<file path="config.mk">
export PLATFORM = sky130hd
export DESIGN_NAME = regfile_scoreboard
export DESIGN_NICKNAME = d
export VERILOG_FILES = /design/src/rtl/regfile_pkg.sv /design/src/rtl/rf_read_port.sv /design/src/rtl/regfile_scoreboard.sv
export SDC_FILE = /design/constraint.sdc
export NUM_CORES = 1
export LEC_CHECK = 0
export ABC_CLOCK_PERIOD_IN_PS = 5600
export CORE_ASPECT_RATIO = 0.9
export CORE_MARGIN = 3
export CORE_UTILIZATION = 35
export CTS_BUF_LIST = sky130_fd_sc_hd__clkbuf_2 sky130_fd_sc_hd__clkbuf_4 sky130_fd_sc_hd__clkbuf_8
export CTS_CLUSTER_SIZE = 40
export DETAILED_ROUTE_END_ITERATION = 7
export HOLD_SLACK_MARGIN = 0.03
export REMOVE_ABC_BUFFERS = 1
export SYNTH_ARGS = -nofsm -noshare
export SYNTH_HDL_FRONTEND = slang
export SYNTH_SLANG_ARGS = --single-unit
</file>
<file path="constraint.sdc">
create_clock -name clk -period 5.6 [get_ports clk]
set_clock_uncertainty 0.2 [all_clocks]
set_input_delay 1.68 -clock clk [delete_from_list [all_inputs] [get_ports clk]]
set_output_delay 1.68 -clock clk [all_outputs]
set_load 0.01 [all_outputs]
</file>
<file path="src/rtl/regfile_pkg.sv">
`default_nettype none
// +----------------------------------------------------------------------------+
// | regfile_pkg - shared state type, default width and parity helper           |
// | Rev 1.0                                                                    |
// +----------------------------------------------------------------------------+
package regfile_pkg;

  localparam int RF_XLEN_DEFAULT = 32;
  // Parity helper operand width; callers zero-extend, which leaves parity unchanged.
  localparam int RF_PAR_W = 128;

  typedef enum logic [0:0] {
    RF_INIT = 1'b0,
    RF_RUN  = 1'b1
  } rf_state_t;

  function automatic logic rf_parity(input logic [RF_PAR_W-1:0] data);
    return ^data;
  endfunction

endpackage
`default_nettype wire

</file>
<file path="src/rtl/rf_read_port.sv">
`default_nettype none
// +----------------------------------------------------------------------------+
// | rf_read_port - zero-register, write-bypass and busy masking for one port.  |
// | Optional REGFILE_PARITY_EN adds a parity-error output. Rev 1.0             |
// +----------------------------------------------------------------------------+
module rf_read_port
  import regfile_pkg::*;
#(
  parameter int XLEN     = RF_XLEN_DEFAULT,
  parameter int AW       = 5,
  parameter int ZERO_REG = 1
)(
  input  logic            run,
  input  logic [AW-1:0]   addr,
  input  logic [XLEN-1:0] entry_data,
  input  logic            entry_busy,
`ifdef REGFILE_PARITY_EN
  input  logic            entry_par,
  output logic            par_err,
`endif
  input  logic            wr_en,
  input  logic [AW-1:0]   wr_addr,
  input  logic [XLEN-1:0] wr_data,
  output logic [XLEN-1:0] data,
  output logic            busy
);

  logic is_zero;
  logic is_bypass;

  assign is_zero   = (ZERO_REG != 0) && (addr == '0);
  assign is_bypass = wr_en && (wr_addr == addr);

  always_comb begin
    data = '0;
    busy = 1'b0;
    if (run && !is_zero) begin
      data = is_bypass ? wr_data : entry_data;
      busy = entry_busy && !is_bypass;
    end
  end

`ifdef REGFILE_PARITY_EN
  assign par_err = run && !is_zero && !is_bypass &&
                   (rf_parity(RF_PAR_W'(entry_data)) != entry_par);
`endif

endmodule
`default_nettype wire

</file>
<file path="src/rtl/regfile_scoreboard.sv">
`default_nettype none
// +----------------------------------------------------------------------------+
// | regfile_scoreboard - multi-read register file with scrub-on-reset and      |
// | scoreboard busy bits. Optional macro REGFILE_PARITY_EN. Rev 1.0            |
// +----------------------------------------------------------------------------+
module regfile_scoreboard
  import regfile_pkg::*;
#(
  parameter  int XLEN     = RF_XLEN_DEFAULT,
  parameter  int DEPTH    = 32,
  parameter  int NUM_RD   = 2,
  parameter  int ZERO_REG = 1,
  localparam int AW       = $clog2(DEPTH)
)(
  input  logic                   clk,
  input  logic                   rst_n,
  input  logic [NUM_RD*AW-1:0]   rd_addr,
  output logic [NUM_RD*XLEN-1:0] rd_data,
  output logic [NUM_RD-1:0]      rd_busy,
  input  logic                   wr_en,
  input  logic [AW-1:0]          wr_addr,
  input  logic [XLEN-1:0]        wr_data,
  input  logic                   resv_en,
  input  logic [AW-1:0]          resv_addr,
  output logic                   resv_ack,
`ifdef REGFILE_PARITY_EN
  output logic [NUM_RD-1:0]      rd_par_err,
`endif
  output logic                   ready
);

  if (DEPTH < 2 || (DEPTH & (DEPTH - 1)) != 0) begin : g_depth_check
    $error("regfile_scoreboard: DEPTH must be a power of two and >= 2");
  end

  rf_state_t        state;
  logic [AW-1:0]    scrub_cnt;
  logic [DEPTH-1:0] busy;
  logic [DEPTH-1:0] busy_nxt;
  logic [XLEN-1:0]  mem [DEPTH];
  logic             run;
  logic             wr_ok;

  assign run      = (state == RF_RUN);
  assign ready    = run;
  assign wr_ok    = wr_en && !((ZERO_REG != 0) && (wr_addr == '0));
  assign resv_ack = run && resv_en &&
                    (!busy[resv_addr] || (wr_en && (wr_addr == resv_addr)));

  // Reservation is applied after the writeback clear so it wins on a collision.
  always_comb begin
    busy_nxt = busy;
    if (wr_en)    busy_nxt[wr_addr]   = 1'b0;
    if (resv_ack) busy_nxt[resv_addr] = 1'b1;
    if (ZERO_REG != 0) busy_nxt[0]    = 1'b0;
  end

  always_ff @(posedge clk or negedge rst_n) begin
    if (!rst_n) begin
      state     <= RF_INIT;
      scrub_cnt <= '0;
      busy      <= '0;
    end else if (state == RF_INIT) begin
      scrub_cnt <= scrub_cnt + 1'b1;
      if (scrub_cnt == AW'(DEPTH - 1)) state <= RF_RUN;
    end else begin
      busy <= busy_nxt;
    end
  end

  // Storage carries no reset so it can map onto RAM; the scrub clears it instead.
  always_ff @(posedge clk) begin
    if (!run)       mem[scrub_cnt] <= '0;
    else if (wr_ok) mem[wr_addr]   <= wr_data;
  end

`ifdef REGFILE_PARITY_EN
  logic par_mem [DEPTH];

  always_ff @(posedge clk) begin
    if (!run)       par_mem[scrub_cnt] <= rf_parity('0);
    else if (wr_ok) par_mem[wr_addr]   <= rf_parity(RF_PAR_W'(wr_data));
  end
`endif

  for (genvar i = 0; i < NUM_RD; i++) begin : g_rd_port
    logic [AW-1:0] addr_i;
    assign addr_i = rd_addr[i*AW +: AW];

    rf_read_port #(
      .XLEN     (XLEN),
      .AW       (AW),
      .ZERO_REG (ZERO_REG)
    ) u_rd_port (
      .run        (run),
      .addr       (addr_i),
      .entry_data (mem[addr_i]),
      .entry_busy (busy[addr_i]),
`ifdef REGFILE_PARITY_EN
      .entry_par  (par_mem[addr_i]),
      .par_err    (rd_par_err[i]),
`endif
      .wr_en      (wr_en),
      .wr_addr    (wr_addr),
      .wr_data    (wr_data),
      .data       (rd_data[i*XLEN +: XLEN]),
      .busy       (rd_busy[i])
    );
  end

endmodule
`default_nettype wire

</file>
==> flow_metrics.tcl <==
set metrics [dict create \
    cp_num_buf_inv 6 \
    wire_per_inst_um 32.2 \
    worstSetupPathType "in2out" \
    crit_start "rd_addr[5]" \
    drc 0 \
    min_path_cells 1 \
    cp_max_fo 6 \
    synthMuxAreaShare 0.288 \
    area_growth_pct 29.1 \
    fp.dieW_um 407 \
    final_hold_viol_count 0 \
    ys_top_cells_by_area "edfxtp_1 (61%), mux4_2 (26%), dfrtp_1 (1.8%), mux2i_1 (1.6%), mux2_2 (0.78%)" \
    slew_headroom 0.157 \
    dr.pass1.iters 6 \
    crit_path_max_incr_delay_ns 0.52 \
    cts_buffers 177 \
    ys.flop_type "edfxtp_1" \
    holdPathEnd "scrub_cnt[0]" \
    yosys_warnings 0 \
    synthArstFlopShare 0.0349 \
    cts_max_level 4 \
    clk_path_buf_depth 3 \
    antenna_found_initial 4 \
    clk_pin_slew_ns 0.06 \
    final_cell_area_mm2 0.0655 \
    yosysMostFrequentCell "edfxtp_1" \
    p_leak_nw 23.5 \
    drt-total-wl_um 170000 \
    setup_ws_ns -0.216 \
    ant_nets 0 \
    first_global_vias 32400 \
    grt.overflow.total 0 \
    ys_top_cells_by_count "edfxtp_1 (1024), mux4_2 (593), nand2_1 (89)" \
    min_period_over_period 1.04 \
    critical-path-top-delay-family "multiplexers" \
    die_area_mm2 0.149 \
    critPathCaptureType "primary output" \
    slew_viol_final 0 \
    ioPinCount 124 \
    grt_max_degree 38 \
    place_congestion 0.826 \
    drive_gt1_frac 0.535 \
    power_per_cell_area_mw_per_mm2 270 \
    fin_crit_ns 5.82 \
    vias 31300 \
    core_mm2 0.143 \
    yosys.area_share.xor_xnor 0.00311 \
    required_ns 3.72 \
    grtUsageTotal 0.222 \
    yosysTopAreaCell "edfxtp_1" \
    r2r_slack_ns 1.95 \
    yosys.area_share.simple 0.0239 \
    clk_latency_ns 0.89 \
    root_buffer "clkbuf_8" \
    synth.distinct_cells 52 \
    port_buffers 123 \
    holdCritStartpoint "scrub_cnt[0]" \
    synth_compound_area_frac 0.0360 \
    die_y_um 367 \
    maxCapViolCount 0 \
    hold_path_class "reg2reg" \
    reg2reg_to "mem[0][10]" \
    initial_core_util 0.355 \
    worst_setup_path_start_kind "input port" \
    synth_top_family_by_area "multiplexers" \
    crit_chain "buf_16, buf_12, buf_6, buf_8, mux4_2, mux4_2, nor2_4, a2111oi_4, buf_4, a21o_1, buf_6" \
    ys_seq_area_frac 0.625 \
    synth.cell_area_mm2 0.0507 \
    drtIter0Drc 3906 \
    cts_tree "yes" \
    grt_setup_unrepaired "yes" \
    avgSynthCellArea_um2 20.0 \
    dp_hpwl_um 102000 \
    finalSetupViolations 54 \
    reg2regPathDepth 7 \
    fin_nets 3281 \
    outcome "finished, violations left" \
    cp.arrival_ns 3.94 \
    synth_seq_cells 1061 \
    crit_slowest_cell "mux4_2" \
    tightest_slew_ns 1.26 \
    synthAdderAreaFrac 0.000493 \
    r2r-start "ready" \
    cts_num_sinks 1061 \
    synth_top_cell_area_share 0.606 \
    syn_inst 2538 \
    grt_pass1_wl_um 239000 \
    routed_via_density 5.91 \
    place_area_mm2 0.0580 \
    ir_worst_vdd_mv 0.247 \
    fmax_mhz 172 \
    synth-edff-count 1024 \
    violations "setup timing" \
    rows 131 \
    fin_setup_tns_ns -5.66 \
    power_mw 17.7 \
]
==> what timing repair did <==
action                                  4_1_cts  5_1_grt
pin swaps                                    37       71
gates resized for setup                     525      295
gates cloned                                  5        9
endpoints found under the setup margin       67       66
setup buffers                               117      102
hold buffers                                  0        0
==> layer usage <==
layer / global-route usage / up-vias / part of all wire
met1: 0.294 / 16800 / 0.38
met4: 0.0813 / 0 / 0.036
met3: 0.0426 / 316 / 0.086
li1: - / 12400 / -
met2: 0.365 / 1773 / 0.49
met5: 0 / - / 0
==> cells in the final DEF, fill, tap and decap left out, types with 38 or more instances in the layout <==
cell type	instances
nand2_1	83
clkbuf_4	59
mux4_2	593
buf_6	90
nor2_4	62
mux2i_1	76
o21ai_0	39
buf_12	156
edfxtp_1	1024
clkdlybuf4s50_1	38
clkbuf_8	180
buf_4	319
clkinv_1	43
==> power by group <==
part	internal [mW]	total [mW]	switching, mW
logic	1.08	2.22	1.14
registers	8.75	8.78	0.0288
clock network	3.45	6.65	3.20
==> stage by stage <==
step / utilization / hold WS, ns / setup WS, ns / cells
global route: 0.458 / 0.344 / -0.261 / 5294
global placement: 0.406 / 0.298 / -1.16 / 4787
CTS: 0.445 / 0.319 / -0.557 / 5217
detailed placement: 0.406 / 0.307 / -1.08 / 4787
floorplan: - / 0.275 / -0.358 / 2325
finish: 0.458 / 0.318 / -0.216 / 5294
==> flip-flops by register name, summed over array words and instances, names as in the netlist <==
register and cells:
ready 1, busy 31, mem 1024, scrub_cnt 5
==> final cells by class <==
cell class	instances	area, µm²
Fill cell	11900	77300
Sequential cell	1061	31700
Multi-Input combinational cell	1239	19400
Timing Repair Buffer	719	8500
Clock buffer	239	2920
Tap cell	1928	2410
Clock inverter	81	458
Inverter	25	96.3
Antenna cell	2	5.00
==> worst max-delay path by stage <==
stage / end / slack [ns] / cells past startpoint
finish: rd_data[32] / -0.22 / 11
global route: rd_data[57] / -0.26 / 10
CTS: rd_data[39] / -0.56 / 13
detailed placement: rd_data[20] / -1.08 / 9
global placement: rd_data[34] / -1.16 / 11
floorplan: rd_data[30] / -0.36 / 5
==> cell families after synthesis <==
| logic type | after synthesis |
|---|---|
| flops | 1061 |
| mux | 711 |
| simple gates | 258 |
| compound gates | 250 |
| buf+inv | 238 |
| xor+xnor | 18 |
| fa+ha+maj | 2 |
Power figures use the tool's default switching activity.
